### src/rtl/multicycle_control.sv
// Multi-cycle control FSM for the RV64 sequential datapath: sequences fetch,
// decode, execute, memory and writeback, handshaking with imem/dmem ready.
module multicycle_control #(
  parameter int CNT_W = 32
) (
  input  logic             clk,
  input  logic             reset,
  input  logic [6:0]       opcode,
  input  logic [2:0]       funct3,
  input  logic             zero,
  input  logic             imem_ready,
  input  logic             dmem_ready,
  output logic             imem_req,
  output logic             ir_write,
  output logic             mem_read,
  output logic             mem_write,
  output logic             reg_write,
  output logic             mem_to_reg,
  output logic             alu_src,
  output logic [1:0]       alu_op,
  output logic             pc_write,
  output logic             pc_src,
  output logic             illegal,
  output logic [2:0]       state,
  output logic [CNT_W-1:0] instr_retired
);

  localparam logic [2:0] S_FETCH     = 3'd0;
  localparam logic [2:0] S_DECODE    = 3'd1;
  localparam logic [2:0] S_EXECUTE   = 3'd2;
  localparam logic [2:0] S_MEMORY    = 3'd3;
  localparam logic [2:0] S_WRITEBACK = 3'd4;
  localparam logic [2:0] S_HALT      = 3'd5;

  localparam logic [2:0] C_R  = 3'd0;
  localparam logic [2:0] C_I  = 3'd1;
  localparam logic [2:0] C_LD = 3'd2;
  localparam logic [2:0] C_SD = 3'd3;
  localparam logic [2:0] C_BR = 3'd4;

  localparam int NUM_CLASS = 5;

  localparam logic [1:0] ALU_ADD   = 2'b00;
  localparam logic [1:0] ALU_SUB   = 2'b01;
  localparam logic [1:0] ALU_RFUNC = 2'b10;
  localparam logic [1:0] ALU_IFUNC = 2'b11;

  // Opcode table indexed by class code, so a match index is the class itself.
  localparam logic [NUM_CLASS-1:0][6:0] OPC_TABLE = {
    7'b1100011,   // BR
    7'b0100011,   // SD
    7'b0000011,   // LD
    7'b0010011,   // I
    7'b0110011    // R
  };

  localparam logic [CNT_W-1:0] CNT_ONE = {{(CNT_W-1){1'b0}}, 1'b1};

  logic [2:0]       state_reg;
  logic [2:0]       state_next;
  logic [2:0]       class_reg;
  logic [2:0]       class_next;
  logic             illegal_reg;
  logic             illegal_next;
  logic [CNT_W-1:0] count_reg;

  logic [NUM_CLASS-1:0] opc_match;
  logic [2:0]           dec_class;
  logic                 dec_legal;

  generate
    for (genvar gi = 0; gi < NUM_CLASS; gi++) begin : g_opc_match
      assign opc_match[gi] = (opcode == OPC_TABLE[gi]);
    end
  endgenerate

  always_comb begin
    dec_class = C_R;
    for (int i = 0; i < NUM_CLASS; i++) begin
      if (opc_match[i]) begin
        dec_class = 3'(i);
      end
    end
  end

  // Only beq is implemented among the branches; other funct3 values trap.
  assign dec_legal = opc_match[C_R] | opc_match[C_I] | opc_match[C_LD] |
                     opc_match[C_SD] | (opc_match[C_BR] & (funct3 == 3'b000));

  // ---------------------------------------------------------------- state register
  always_ff @(posedge clk or posedge reset) begin
    if (reset) begin
      state_reg   <= S_FETCH;
      class_reg   <= C_R;
      illegal_reg <= 1'b0;
      count_reg   <= '0;
    end else begin
      state_reg   <= state_next;
      class_reg   <= class_next;
      illegal_reg <= illegal_next;
      if (pc_write) begin
        count_reg <= count_reg + CNT_ONE;
      end
    end
  end

  // ---------------------------------------------------------------- next state
  always_comb begin
    state_next   = S_FETCH;
    class_next   = class_reg;
    illegal_next = illegal_reg;
    case (state_reg)
      S_FETCH: begin
        state_next = imem_ready ? S_DECODE : S_FETCH;
      end
      S_DECODE: begin
        if (!dec_legal) begin
          illegal_next = 1'b1;
          state_next   = S_HALT;
        end else begin
          class_next = dec_class;
          state_next = S_EXECUTE;
        end
      end
      S_EXECUTE: begin
        case (class_reg)
          C_R, C_I:   state_next = S_WRITEBACK;
          C_LD, C_SD: state_next = S_MEMORY;
          default:    state_next = S_FETCH;
        endcase
      end
      S_MEMORY: begin
        if (!dmem_ready) begin
          state_next = S_MEMORY;
        end else if (class_reg == C_LD) begin
          state_next = S_WRITEBACK;
        end else begin
          state_next = S_FETCH;
        end
      end
      S_WRITEBACK: begin
        state_next = S_FETCH;
      end
      S_HALT: begin
        state_next = S_HALT;
      end
      default: begin
        state_next = S_FETCH;
      end
    endcase
  end

  // ---------------------------------------------------------------- outputs
  always_comb begin
    imem_req   = 1'b0;
    ir_write   = 1'b0;
    mem_read   = 1'b0;
    mem_write  = 1'b0;
    reg_write  = 1'b0;
    mem_to_reg = 1'b0;
    alu_src    = 1'b0;
    alu_op     = ALU_ADD;
    pc_write   = 1'b0;
    pc_src     = 1'b0;
    case (state_reg)
      S_FETCH: begin
        imem_req = 1'b1;
        ir_write = imem_ready;
      end
      S_EXECUTE: begin
        case (class_reg)
          C_R: begin
            alu_op = ALU_RFUNC;
          end
          C_I: begin
            alu_src = 1'b1;
            alu_op  = ALU_IFUNC;
          end
          C_LD, C_SD: begin
            alu_src = 1'b1;
            alu_op  = ALU_ADD;
          end
          C_BR: begin
            alu_op   = ALU_SUB;
            pc_write = 1'b1;
            pc_src   = zero;
          end
          default: ;
        endcase
      end
      S_MEMORY: begin
        alu_src = 1'b1;
        alu_op  = ALU_ADD;
        if (class_reg == C_LD) begin
          mem_read = 1'b1;
        end else if (class_reg == C_SD) begin
          mem_write = 1'b1;
          pc_write  = dmem_ready;
        end
      end
      S_WRITEBACK: begin
        reg_write  = 1'b1;
        mem_to_reg = (class_reg == C_LD);
        pc_write   = 1'b1;
        if (class_reg == C_R) begin
          alu_op = ALU_RFUNC;
        end else if (class_reg == C_I) begin
          alu_src = 1'b1;
          alu_op  = ALU_IFUNC;
        end
      end
      default: ;
    endcase
    // Reset must silence the datapath immediately, including the fetch request.
    if (reset) begin
      imem_req   = 1'b0;
      ir_write   = 1'b0;
      mem_read   = 1'b0;
      mem_write  = 1'b0;
      reg_write  = 1'b0;
      mem_to_reg = 1'b0;
      alu_src    = 1'b0;
      alu_op     = ALU_ADD;
      pc_write   = 1'b0;
      pc_src     = 1'b0;
    end
  end

  assign state         = reset ? S_FETCH : state_reg;
  assign illegal       = illegal_reg & ~reset;
  assign instr_retired = reset ? '0 : count_reg;

endmodule

### config.mk
export PLATFORM = sky130hd
export DESIGN_NAME = multicycle_control
export DESIGN_NICKNAME = d
export VERILOG_FILES = /design/src/rtl/multicycle_control.sv
export SDC_FILE = /design/constraint.sdc
export NUM_CORES = 1
export LEC_CHECK = 0
export ABC_AREA = 1
export CORE_ASPECT_RATIO = 1.75
export CORE_MARGIN = 4
export CORE_UTILIZATION = 50
export DETAILED_ROUTE_END_ITERATION = 8
export GPL_TIMING_DRIVEN = 0
export PLACE_DENSITY = 0.81
export SYNTH_ARGS = -nofsm -noshare
export SYNTH_HDL_FRONTEND = slang
export SYNTH_SLANG_ARGS = --single-unit
### constraint.sdc
create_clock -name clk -period 6.38 [get_ports clk]
set_clock_uncertainty 0.1 [all_clocks]
set_input_delay 1.276 -clock clk [delete_from_list [all_inputs] [get_ports clk]]
set_output_delay 1.276 -clock clk [all_outputs]
set_load 0.05 [all_outputs]
==> out/metrics.cfg <==
[worst_setup_path]
r2r_slack_ps = 4290
crit_path_start_kind = primary input
crit_path_end_kind = output port
crit_arrival_ps = 3260
path_max_fanout = 10
crit_type = in -> out
required_ps = 5000

[yosys]
synth_warnings = 0
ys_seq_area_share_pct = 34.6
synth_flop_cell = dfrtp_1
ys_types = 28
synth.avg_cell_area_um2 = 5.88
synth_nets = 496
synth_edf_count = 0
synth-seq-cells = 39
synthCells = 480
syn-cell-area_mm2 = 0.00282
async_reset_ff_share_pct = 100

[place]
dp_cells = 617
port_buffers = 60
gp_congestion = 0.938
dp_slack_ps = 1750
placed_area_mm2 = 0.00354
post-dp-hpwl_um = 6490

[finish]
diodes = 0
instances_no_fill = 625
syn_to_final_growth_pct = 28.2
drive_gt1_share_pct = 4.19
largest_register_ffs = 32
nets = 564
fin_util_pct = 65.3
fin_area_mm2 = 0.00362

[timing]
fmax_ghz = 0.216
setup_ws_ps = 1750
maxSlewViolCount = 0
fin_crit_sh_pct = 72.6
worstMarginPinSlew_ps = 528
hold_viol = 0
timing.hold.ws_ps = 361
setup_viol = 0
tns_ps = 0
rsz0062_at_grt = false
final.min_clock_period_ps = 4630
relSlewSlack_pct = 64.7

[clock_network]
worstSkewPairLatency_ps = 300
htree_levels = 2
path_clk_slew_ps = 70
clock_path_buffers = 2
cts_root_buf = clkbuf_8
cts_buffers = 5
cts_resized = 0
cts_tree = built
cts.sink_count = 39
post-cts-setup-buffers = 0
cts_hold_buf = 0

[floorplan]
die_h_um = 107
ios = 62
floorplan.die.width_um = 64.8
rows = 36
core_area_mm2 = 0.00554
die-area_mm2 = 0.00696
start_util_pct = 50.9

[pwr]
power_frac_comb_pct = 40.1
power.total_uw = 815
irDropWorstVdd_v = 0.000164
seqPwrFrac_pct = 39.6
p_int_uw = 463
power.share.clock_pct = 20.4
swShare_pct = 43.1
power.density_mw_per_mm2 = 225
p_leak_nw = 1.64
p_sw_uw = 352

[global_route]
grt_max_degree = 40
grt_pass1_wl_um = 13600
first_global_vias = 3014
gr-usage-met2_pct = 46.8
grt_busiest_layer = met2
grt_util_met3_pct = 3.24
use_met1_pct = 25.7
grt-ovfl-total = 0
antenna_found_initial = 0
grt_use_total_pct = 24.9

[routing]
detail_route.wl_per_cell_um = 12.8
wirelength_um = 7980
via_count = 3082
drtIter0Drc = 180
via_per_inst = 4.93
drc_errors = 0
drtPass1Iterations = 6
ant_nets = 0

[worst_hold_path]
hp-class = reg -> reg

[job]
cap_viol_max_count = 0

[status]
status = complete, no violations

[metal layers]
layer	vias to the layer above	share of wire (%)
li1	1576	-
met1	1390	38
met2	91	53
met3	25	4.3
met4	0	4.6
met5	-	0
[Yosys cell counts, types with 2 or more instances]
| master | n | area share, % |
|---|---|---|
| nand2_1 | 205 | 27 |
| nor4_1 | 2 | 0.44 |
| buf_1 | 2 | 0.27 |
| a21oi_1 | 4 | 0.71 |
| o21ai_0 | 4 | 0.71 |
| nor2_2 | 3 | 0.66 |
| nor3_1 | 3 | 0.53 |
| inv_1 | 51 | 6.8 |
| nand3_1 | 21 | 3.7 |
| buf_2 | 4 | 0.71 |
| xnor2_1 | 2 | 0.62 |
| dfrtp_1 | 39 | 35 |
| xor2_1 | 14 | 4.3 |
| o21ai_1 | 2 | 0.35 |
| nor2_1 | 106 | 14 |
| nand2_2 | 3 | 0.66 |
| inv_2 | 2 | 0.27 |
| clkbuf_1 | 3 | 0.40 |
[kinds of logic after synthesis]
group,after synthesis,synth area share [%]
flops,39,34.6
buf+inv,65,9.22
xor+xnor,16,4.96
compound gates,13,2.53
fa+ha+maj,1,0.443
simple gates,346,48.3
[final cells by class]
cell class	instances	area [µm²]
multi-input cells	376	1590
clock buffers	7	76.3
flip-flops and latches	39	976
clock inverters	1	5.00
fillers	561	1920
plain buffers	11	57.6
inverters	54	203
repair buffers	61	621
well taps	76	95.1
[cell usage in the layout, fill, tap and decap left out, types with 2 or more instances in the layout]
cell type / count
nand3_1: 21
xnor2_1: 2
buf_1: 2
o21ai_0: 4
nand2_1: 205
clkbuf_1: 5
a21oi_1: 4
nor4_1: 2
nor3_1: 3
inv_1: 50
nand2_2: 3
inv_2: 3
nor2_2: 3
buf_2: 4
dfrtp_1: 39
o21ai_1: 2
clkdlybuf4s50_1: 60
clkbuf_8: 5
nor2_1: 106
xor2_1: 14
[power by group through the flow]
stage               Sequential [mW]  Clock, mW  Combinational, mW
floorplan                     0.316          0              0.235
global placement              0.325          0              0.324
detailed placement            0.327          0              0.330
CTS                           0.322      0.171              0.331
global route                  0.328      0.177              0.359
finish                        0.322      0.166              0.327
[worst max-delay path, stage by stage]
cell,delay [ps]
clkdlybuf4s50_1,510
nand3_1,120
clkinv_1,60
nor2_1,40
nor2_2,80
buf_4,190
buf_6,160
clkdlybuf4s50_1,810
[worst paths after layout]
| check | startpoint | endpoint | depth (start not counted) |
|---|---|---|---|
| worst max-delay path | dmem_ready | pc_write | 8 |
| worst min-delay path | illegal_reg | illegal_reg | 2 |
| worst max register to register | count_reg[1] | count_reg[16] | 8 |
| worst min register to register | illegal_reg | illegal_reg | 2 |
| max in group asynchronous | reset | count_reg[28] | 3 |
| min in group asynchronous | reset | class_reg[1] | 2 |
Note: power is estimated with default switching activity, not from simulation.
